File: config.mk
export PLATFORM = sky130hd
export DESIGN_NAME = alu_pipe
export DESIGN_NICKNAME = d
export VERILOG_FILES = /design/src/rtl/alu_pkg.sv /design/src/rtl/alu_pipe_core.sv /design/src/rtl/alu_pipe.sv
export SDC_FILE = /design/constraint.sdc
export NUM_CORES = 1
export LEC_CHECK = 0
export BUFFER_PORTS_ARGS = -buffer_cell sky130_fd_sc_hd__buf_2
export CORE_MARGIN = 5
export CORE_UTILIZATION = 29
export CTS_CLUSTER_SIZE = 24
export DETAILED_ROUTE_END_ITERATION = 12
export PLACE_DENSITY = 0.52
export SYNTH_ARGS = -nofsm -noshare
export SYNTH_HDL_FRONTEND = slang
export SYNTH_SLANG_ARGS = --single-unit
export TNS_END_PERCENT = 100
File: constraint.sdc
create_clock -name clk -period 4.1 [get_ports clk]
set_input_delay 0.205 -clock clk [delete_from_list [all_inputs] [get_ports clk]]
set_output_delay 0.205 -clock clk [all_outputs]
set_load 0.01 [all_outputs]
File: src/rtl/alu_pkg.sv
// alu_pipe shared definitions.
// Opcode encodings and widths.
package alu_pkg;

  localparam int OP_W = 3;

  typedef logic [OP_W-1:0] op_t;

  localparam op_t OP_ADD = 3'b000;
  localparam op_t OP_SUB = 3'b001;
  localparam op_t OP_AND = 3'b010;
  localparam op_t OP_OR  = 3'b011;
  localparam op_t OP_XOR = 3'b100;
  localparam op_t OP_NOT = 3'b101;
  localparam op_t OP_SHL = 3'b110;
  localparam op_t OP_SHR = 3'b111;

endpackage

File: src/rtl/alu_pipe_core.sv
// alu_pipe combinational datapath.
// a, b, op -> result, carry, zero.
import alu_pkg::*;

module alu_pipe_core #(
  parameter int WIDTH = 4
) (
  input  logic [WIDTH-1:0] a,
  input  logic [WIDTH-1:0] b,
  input  op_t              op,
  output logic [WIDTH-1:0] result,
  output logic             carry,
  output logic             zero
);

  logic [WIDTH:0] sum;
  logic [WIDTH:0] diff;

  assign sum  = {1'b0, a} + {1'b0, b};
  assign diff = {1'b0, a} - {1'b0, b};

  // Opcode decode; the extra MSB of diff is the borrow.
  always_comb begin
    result = '0;
    carry  = 1'b0;
    unique case (1'b1)
      (op == OP_ADD): begin
        result = sum[WIDTH-1:0];
        carry  = sum[WIDTH];
      end
      (op == OP_SUB): begin
        result = diff[WIDTH-1:0];
        carry  = diff[WIDTH];
      end
      (op == OP_AND): result = a & b;
      (op == OP_OR):  result = a | b;
      (op == OP_XOR): result = a ^ b;
      (op == OP_NOT): result = ~a;
      (op == OP_SHL): begin
        result = {a[WIDTH-2:0], 1'b0};
        carry  = a[WIDTH-1];
      end
      (op == OP_SHR): begin
        result = {1'b0, a[WIDTH-1:1]};
        carry  = a[0];
      end
      default: ;
    endcase
  end

  assign zero = (result == '0);

endmodule

File: src/rtl/alu_pipe.sv
// alu_pipe: two-stage registered ALU.
// Valid/ready in and out, response counter.
import alu_pkg::*;

module alu_pipe #(
  parameter int WIDTH = 4,
  parameter int CNT_W = 8
) (
  input  logic             clk,
  input  logic             rst_n,
  input  logic             in_valid,
  output logic             in_ready,
  input  logic [WIDTH-1:0] in_a,
  input  logic [WIDTH-1:0] in_b,
  input  logic [OP_W-1:0]  in_op,
  output logic             out_valid,
  input  logic             out_ready,
  output logic [WIDTH-1:0] out_result,
  output logic             out_carry,
  output logic             out_zero,
  output logic [CNT_W-1:0] resp_count
);

  logic             s1_valid;
  logic [WIDTH-1:0] s1_a;
  logic [WIDTH-1:0] s1_b;
  op_t              s1_op;

  logic             s2_valid;
  logic [WIDTH-1:0] s2_result;
  logic             s2_carry;
  logic             s2_zero;

  logic [WIDTH-1:0] core_result;
  logic             core_carry;
  logic             core_zero;

  logic             s1_adv;
  logic             s2_adv;

  assign s2_adv   = !s2_valid || out_ready;
  assign s1_adv   = !s1_valid || s2_adv;
  assign in_ready = s1_adv;

  alu_pipe_core #(
    .WIDTH (WIDTH)
  ) u_core (
    .a      (s1_a),
    .b      (s1_b),
    .op     (s1_op),
    .result (core_result),
    .carry  (core_carry),
    .zero   (core_zero)
  );

  // Stage 1: capture operands when the stage can move.
  always_ff @(posedge clk or negedge rst_n) begin
    if (!rst_n) begin
      s1_valid <= 1'b0;
      s1_a     <= '0;
      s1_b     <= '0;
      s1_op    <= OP_ADD;
    end else if (s1_adv) begin
      s1_valid <= in_valid;
      if (in_valid) begin
        s1_a  <= in_a;
        s1_b  <= in_b;
        s1_op <= in_op;
      end
    end
  end

  // Stage 2: register ALU outputs; frozen while stalled.
  always_ff @(posedge clk or negedge rst_n) begin
    if (!rst_n) begin
      s2_valid  <= 1'b0;
      s2_result <= '0;
      s2_carry  <= 1'b0;
      s2_zero   <= 1'b0;
    end else if (s2_adv) begin
      s2_valid <= s1_valid;
      if (s1_valid) begin
        s2_result <= core_result;
        s2_carry  <= core_carry;
        s2_zero   <= core_zero;
      end
    end
  end

  // Count responses taken downstream; wraps naturally.
  always_ff @(posedge clk or negedge rst_n) begin
    if (!rst_n) begin
      resp_count <= '0;
    end else if (s2_valid && out_ready) begin
      resp_count <= resp_count + CNT_W'(1);
    end
  end

  assign out_valid  = s2_valid;
  assign out_result = s2_result;
  assign out_carry  = s2_carry;
  assign out_zero   = s2_zero;

endmodule
# Word-level counts from Yosys, hierarchy flattened
# Cells that the tools add are included.
# totals
ff_bits,27
input_bits,15
output_inout_bits,16
elab_cells,34
# classes
add_sub_neg,3
n_eq_ne,7
muxes,2
n_bitwise,4
reduce_logical,9
# op_table
cell,count
4-bit case mux with 8 select lines,1
"3-bit equality test, second input constant",4
"8-bit by 1-bit adder with 8-bit output, second input constant",1
"3-bit by 2-bit equality test with 1-bit output, second input constant",2
4-bit by 4-bit adder with 5-bit output,1
4-bit by 4-bit subtractor with 5-bit output,1
4-bit bitwise AND,1
4-bit zero test,1
4-bit inverter,1
4-bit OR,1
1-bit case mux with 4 select lines,1
2-bit AND reduction,2
4-bit XOR,1
"3-bit by 1-bit equality test with 1-bit output, second input constant",1
3-bit zero test,1
1-bit zero test,2
1-bit logical OR,2
1-bit logical AND,1

# Depth between registers and ports, before layout
# Gate-level depths: netlist of the first run.
# depth
ltp_word,4
depth_mapped,9
ltp_nobuf,9

# Cells and area by module
# A second synthesis of the first run with hierarchy kept.
# unflattened
cells_unflattened,164
area_unflattened_um2,1818.0
# by_module_without_submodules
mod,instances,cells_each,area_each_um2,seq_area_each_um2
alu_pipe,1,73,1108.6,675.6
alu_pipe_core,1,91,709.4,0.0

# Worst setup path before layout of the first run
# OpenSTA, ideal clock, no wires.
# synth_path
path_kind,register to register
start,reg s1_a[0]
end,reg s2_zero (netlist: out_zero)
setup_time_ps,76
arrival_time_ps,1947
required_ps,4024
slack_ps,2077
path_stages_with_launch,9
path_buffers,0
synth_period_minus_slack_ps,2023
path_cell_list,dfrtp_1 > ha_1 > inv_1 > fa_1 > inv_1 > mux4_1 > mux2i_1 > nand4_1 > o21ai_1
# synth_via
elab_chain_len,3
word_cells_on_any_way,8
cone_classes,2 x add/sub; 1 x mux; 4 x bitwise; 1 x reduce/logical
# synth_lines
item,line,rtl
start: declaration,alu_pipe.sv:25,logic [WIDTH-1:0] s1_a;
start signal: assignment,alu_pipe.sv:66,s1_a <= in_a;
"4-bit by 4-bit subtractor with 5-bit output, or another cell as far along",alu_pipe_core.sv:20,"assign diff = {1'b0, a} - {1'b0, b};"
4-bit case mux with 8 select lines *,alu_pipe_core.sv:26,unique case (1'b1)
4-bit zero test *,alu_pipe_core.sv:51,assign zero = (result == '0);
end signal: assignment,alu_pipe.sv:85,s2_zero <= core_zero;
end: declaration,alu_pipe.sv:32,logic s2_zero;
# Every way passes the cells marked *; elsewhere a longest branch is shown, timed or not.
# A chain may end at the register's enable or synchronous reset.

# Final worst setup path of the first run
# Same ends and word-level chain as after synthesis.

==> summary.md, run 1 <==
| Metric | Value |
|---|---|
| Status | `complete, no violations` |
| First-pass GRT wire length | `5890 um` |
| Worst hold path startpoint | `in_valid` |
| Vias in the first global route | `1229` |
| Sw Ratio | `36.7%` |
| Tmin final | `2240 ps` |
| Drt pass-1 iters | `4` |
| Kind of critical path | `flip-flop to flip-flop` |
| Least-Margin Pin Slew | `622 ps` |
| Routed wire length | `3360 um` |
| TritonCTS sink count | `27` |
| Library cell with the largest summed area after synthesis | `dfrtp_1` |
| Via density | `4.65` |
| Largest family of logic cells by synthesized area | `multiplexers` |
| Fin crit share | `54.7%` |
| # DRC | `0` |
| Mux share of post-synthesis cell area | `16.0%` |
| Internal | `571 uW` |
| Reg2reg end | `out_zero$_DFFE_PN0P_` |
| Setup TNS | `0 ps` |
| Synth Area in Compound Gates | `9.03%` |
| Synth unique cells | `39` |
| Clk buf depth | `2` |
| Number of max-cap violations | `0` |
| Clk_skew | `4.36 ps` |
| Core area | `5540 sq um` |
| Placed cell count | `249` |
| Mean area per synthesized cell | `11.0 sq um` |
| Synth area leaders | `dfrtp_1 41%, ha_1 9.8%, mux2_2 8.8%` |
| CP max FO | `6` |
| Post-DP HPWL | `2610 um` |
| Initial core utilization | `30.0%` |
| Die area | `7350 sq um` |
| Post-CTS sizing | `0` |
| P_sw | `332 uW` |
| Critical path arrival | `2450 ps` |
| Final hold violations | `0` |
| CTS root buf | `clkbuf_8` |
| Hold Path Sink | `s1_valid$_DFFE_PN0N_` |
| Tot Pwr | `903 uW` |
| Fmax | `0.446 GHz` |
| Row cnt | `27` |
| Post-route insts no fill | `254` |
| Flop pwr share | `45.4%` |
| Detail Route Antenna Nets | `0` |
| FF-to-FF setup slack | `1860 ps` |
| Hold Buf Count CTS | `1` |
| Largest net degree at the start of global routing | `28` |
| EDFF count, synth | `0` |
| Critical path launch point type | `flip-flop` |
| Utilization after layout | `34.9%` |
| PwrDens | `467 nW/um^2` |
| Post-Synth XOR/XNOR Area | `4.21%` |
| Critical path required time | `4310 ps` |
| Logic pwr share | `37.2%` |
| #FFs+latches synth | `27` |
| H-tree depth | `1` |
| RSZ-0062 raised after global routing | `no` |
| Port Buffers | `30` |
| Hold Path Class | `primary input to flip-flop` |
| Sequential area share after synthesis | `40.6%` |
| Nets@finish | `213` |
| ANT cells | `0` |
| Total setup buffers inserted after CTS | `0` |
| FFs w/ async S/R, synth | `100%` |
| Violation count after the first detailed-route iteration | `34` |
| GPL Wtd Cong | `0.817` |
| Maximum VDD drop | `0.239 mV` |
| Cell Area, Placed | `1870 sq um` |
| Die height | `85.7 um` |
| Area delta synth->final | `16.3%` |
| Layout cell share with drive strength beyond 1 | `29.7%` |
| Synth top area share | `40.6%` |
| CTS tree | `done` |
| Cell count of the worst reg-to-reg path | `8` |
| Die width | `85.7 um` |
| Reg clk slew, reported paths | `100 ps` |
| Top Ports | `31` |
| Setup Slack @ Placement | `1870 ps` |
| Clk_lat worst skew | `270 ps` |
| Gr ovfl total | `0` |
| Slew Limit Fails | `0` |
| Endpoint type of the worst setup path | `flip-flop` |
| Simple-Gate Fraction of Synth Area | `12.9%` |
| Worst slew margin | `58.5%` |
| Vias | `1181` |
| Final hold slack | `142 ps` |
| Final setup fails | `0` |
| Clock Power Share | `17.4%` |
| YS warnings | `0` |
| Prevailing post-synth register cell | `dfrtp_1` |
| TritonCTS Buffers | `3` |
| Fin worst setup slack | `1860 ps` |
| Mapped Nets | `181` |
| Initial antenna violation count | `0` |
| Adder-Cell Fraction of Synth Area | `12.2%` |
| Hold depth | `2` |
| Mapped Area | `1660 sq um` |
| Final non-filler cell area | `1930 sq um` |
| Reg2Reg Launch Point | `s1_a[0]$_DFFE_PN0P_` |
| Tot GR Track Use | `10.0%` |
| Routed WL per cell | `13.2 um` |
| Leak | `0.914 nW` |
| Syn Inst Count | `151` |
## sequential cells by signal, summed over array words and instances, names as in the netlist
| name | count |
|---|---|
| s1_op | 3 |
| out_result | 4 |
| s1_a | 4 |
| out_zero | 1 |
| resp_count | 8 |
| s1_b | 4 |
| out_valid | 1 |
| s1_valid | 1 |
| out_carry | 1 |
## layout make-up
type / instances / area (sq um)
Fill cell: 573 / 3610
Clock inverter: 1 / 7.51
Tap cell: 72 / 90.1
Inverter: 15 / 56.3
Sequential cell: 27 / 676
Clock buffer: 3 / 41.3
Timing Repair Buffer: 31 / 160
Multi-Input combinational cell: 105 / 902
## cell usage after synthesis (all sizes together), types with 2 or more instances
master	n
ha	13
xor2	3
xnor2	5
a211oi	3
inv	15
mux4	3
nor2	6
nand4	2
dfrtp	27
nand3	2
buf	4
fa	2
nand2b	8
o21ai	5
mux2	13
nand2	14
or3	3
mux2i	4
a21oi	4
a31oi	3
## worst max-delay path, cell delays in order (launching register included)
cell	delay [ps]
dfrtp_1	430
ha_1	230
inv_1	70
fa_1	470
inv_1	30
mux4_1	500
mux2i_1	200
nand4_1	120
o21ai_1	130
## worst max-delay path by stage
stage	from	end	slack [ps]
after floorplan	s1_a[0]$_DFFE_PN0P_	out_zero$_DFFE_PN0P_	2080
after global placement	s1_a[0]$_DFFE_PN0P_	out_zero$_DFFE_PN0P_	1860
after detailed placement	s1_a[0]$_DFFE_PN0P_	out_zero$_DFFE_PN0P_	1870
after CTS	s1_a[0]$_DFFE_PN0P_	out_zero$_DFFE_PN0P_	1840
after global routing	s1_a[0]$_DFFE_PN0P_	out_zero$_DFFE_PN0P_	1720
final	s1_a[0]$_DFFE_PN0P_	out_zero$_DFFE_PN0P_	1860
## metal layers
| layer | wire length, um | track usage (%) | vias up |
|---|---|---|---|
| met5 | 0 | 0 | - |
| met4 | 62 | 3.45 | 0 |
| met3 | 130 | 2.40 | 4 |
| met2 | 1550 | 16.0 | 25 |
| met1 | 1620 | 13.3 | 565 |
| li1 | - | - | 587 |
## cells in the final DEF, fill, tap and decap left out, types with 4 or more instances in the layout
master and instances:
buf_2 30, dfrtp_1 27, inv_1 14, nand2_1 13, mux2_2 13, ha_1 13
nand2b_1 7, nor2_1 6, xnor2_1 5, a21oi_1 4, mux2i_1 4, o21ai_0 4
## power groups by stage
stage / clock network [mW] / logic, mW / registers, mW
finish: 0.157 / 0.336 / 0.410
global route: 0.176 / 0.385 / 0.426
CTS: 0.166 / 0.345 / 0.413
detailed placement: 0 / 0.343 / 0.418
global placement: 0 / 0.340 / 0.417
floorplan: 0 / 0.222 / 0.420
## kinds of logic after synthesis
group	Yosys count
simple gates	40
flops	27
buf+inv	19
xor+xnor	8
compound gates	22
fa+ha+maj	15
mux	20
Power figures use the tool's default switching activity.
==> inputs of run 2 (changes only) <==
==> constraint.sdc (replaced) <==
create_clock -name clk -period 2.1 [get_ports clk]
set_input_delay 0.105 -clock clk [delete_from_list [all_inputs] [get_ports clk]]
set_output_delay 0.105 -clock clk [all_outputs]
set_load 0.01 [all_outputs]
==> run 2 against run 1 <==
Hold slack lost 100 ps. Die area stayed put. Maximum frequency increased by 7.3%. Sequential cell count is the same. Final cell count rose by 5.1%. Largest cell class unchanged. Combinational power increased by 120%. Clock-buffer cell count is the same. Global-route usage rose by 0.070 points. Register-to-register slack got worse by 1800 ps. Core utilization grew 2.1 points. Critical path type unchanged. Critical path depth is the same.
==> summary.md, run 2 (synthesis gave the netlist of run 1 again) <==
| Metric | Value |
|---|---|
| Placed cell count | `260 (+4.4%)` |
| Cell type group with the largest total delay on the critical path | `adder cells` |
| Endpoint type of the worst setup path | `flip-flop` |
| Crit path largest cell delay | `470 ps (-30 ps)` |
| Drt pass-1 iters | `4 (unchanged)` |
| TritonCTS sink count | `27 (unchanged)` |
| GPL Wtd Cong | `0.828 (+1.3%)` |
| First-pass GRT wire length | `5980 um (+1.5%)` |
| Gr ovfl total | `0 (unchanged)` |
| Clk buf depth | `2 (unchanged)` |
| Initial antenna violation count | `0 (unchanged)` |
| Largest Register | `resp_count` |
| CP max FO | `3 (-3)` |
| Via density | `4.60 (-1.1%)` |
| Critical Path Stages | `8 (unchanged)` |
| Least-Margin Pin Slew | `604 ps (-18.5 ps)` |
| Tot GR Track Use | `10.1% (+0.070 points)` |
| Kind of critical path | `flip-flop to flip-flop` |
| Vias | `1228 (+4.0%)` |
| Final setup fails | `0 (unchanged)` |
| PwrDens | `904 nW/um^2 (+93%)` |
| Routed WL per cell | `13.2 um (-0.20%)` |
| TritonCTS Buffers | `3 (unchanged)` |
| Routed wire length | `3530 um (+4.9%)` |
| Critical path arrival | `2300 ps (-150 ps)` |
| Tmin final | `2090 ps (-153 ps)` |
| Post-DP HPWL | `2720 um (+4.0%)` |
| Initial core utilization | `30.0% (unchanged)` |
| Number of max-cap violations | `0 (unchanged)` |
| # DRC | `0 (unchanged)` |
| Cell count of the worst reg-to-reg path | `8 (unchanged)` |
| Detail Route Antenna Nets | `0 (unchanged)` |
| Maximum VDD drop | `0.324 mV (+36%)` |
| Layout cell share with drive strength beyond 1 | `37.9% (+8.3 points)` |
| Die width | `85.7 um (unchanged)` |
| Clk_skew | `5.10 ps (+0.740 ps)` |
| Nets@finish | `226 (+6.1%)` |
| Slew Limit Fails | `0 (unchanged)` |
| Worst slew margin | `59.8% (+1.2 points)` |
| Die height | `85.7 um (unchanged)` |
| Row cnt | `27 (unchanged)` |
| Vias in the first global route | `1293 (+5.2%)` |
| Largest net degree at the start of global routing | `28 (unchanged)` |
| Area delta synth->final | `23.1%` |
| Hold Path Class | `primary input to flip-flop` |
| Critical path launch point type | `flip-flop` |
| Port Buffers | `30 (unchanged)` |
| Final hold violations | `0 (unchanged)` |
| Clk_lat worst skew | `270 ps (about the same)` |
| Core area | `5540 sq um (unchanged)` |
| Leak | `0.970 nW (+6.1%)` |
| Post-route insts no fill | `267 (+5.1%)` |
| H-tree depth | `1 (unchanged)` |
| Crit-path slowest cell | `fa_1` |
| Commonest cells after routing, fill and taps aside | `30 x buf_2, 27 x dfrtp_1, 13 x nand2_1, 13 x mux2_2, 13 x buf_4` |
| Hold depth | `2 (unchanged)` |
| Critical path required time | `2310 ps (-2000 ps)` |
| Crit path buf inv count | `2 (unchanged)` |
| Critical-path cell list | `ha_2 -> inv_2 -> fa_1 -> inv_1 -> mux4_2 -> mux2i_1 -> nand4_1 -> o21ai_1` |
| CTS tree | `done` |
| Final hold slack | `42.8 ps (-99.7 ps)` |
| Violation count after the first detailed-route iteration | `53 (+56%)` |
| Largest register FFs | `8 (unchanged)` |
| Top Ports | `31 (unchanged)` |
| Leading cell type in the layout, fill and taps excluded | `buf_2` |
| RSZ-0062 raised after global routing | `yes` |
| Reg clk slew, reported paths | `110 ps (about the same)` |
| CTS root buf | `clkbuf_8` |
| Status | `complete, no violations` |
| Fmax | `0.478 GHz (+7.3%)` |
| Die area | `7350 sq um (unchanged)` |
| Fin crit share | `99.5% (+45 points)` |
| ANT cells | `0 (unchanged)` |
[run 2: cell types whose count changed in the layout (fill, tap and decap cells not counted), sizes merged]
cell  change
buf      +13
[run 2: routing by layer]
layer	global-route usage [%]	wire length, um
met3	1.34	108
met5	0	0
met1	13.3	1730
met2	16.9	1650
met4	3.45	40
[run 2: area by class of cell]
type	count	area [sq um]
fill	575	3490
multi-input combinational	105	918
sequential	27	676
timing repair buffer	44	258
tap	72	90.1
inverter	15	56.3
clock buffer	3	41.3
clock inverter	1	7.51
[run 2: path summary, 6_finish.rpt]
path	from	to	slack, ps
max	s1_b[0]$_DFFE_PN0P_	out_zero$_DFFE_PN0P_	10
min	in_valid	s1_valid$_DFFE_PN0N_	40
max reg2reg	s1_b[0]$_DFFE_PN0P_	out_zero$_DFFE_PN0P_	10
min reg2reg	resp_count[7]$_DFFE_PN0P_	resp_count[7]$_DFFE_PN0P_	480
max in group asynchronous	rst_n	resp_count[6]$_DFFE_PN0P_	1340
min in group asynchronous	rst_n	s1_a[2]$_DFFE_PN0P_	360
[run 2: worst register-to-register path: stages, from the launching register on]
cell,delay (ps)
dfrtp_1,430
ha_2,220
inv_2,40
fa_1,470
inv_1,40
mux4_2,430
mux2i_1,180
nand4_1,110
o21ai_1,120
[run 2: report_power, final]
group          internal, mW  switching [mW]
sequential            0.653           0.130
clock                 0.135           0.180
combinational         0.385           0.367
total                  1.17           0.678
[run 2: what timing repair did]
action | CTS | global route
buffers inserted | 2 | 0
setup endpoints to repair | 1 | 3
resized for setup | 7 | 1
pin swaps | 3 | 1
hold buffers | 1 | 0
hold endpoints to repair | 27 | 0
[run 2: metrics by stage]
step / worst slack [ps] / area [sq um] / utilization [%] / TNS (ps) / power (mW)
detailed placement: -17.6 / 1960 / 35.3 / -17.6 / 1.53
global placement: -30.4 / 1960 / 35.3 / -30.4 / 1.53
finish: 10.1 / 2050 / 36.9 / 0 / 1.85
global route: -104 / 2050 / 36.9 / -188 / 2.00
floorplan: 76.8 / 1660 / - / 0 / 1.25
CTS: 3.31 / 2050 / 36.9 / 0 / 1.88
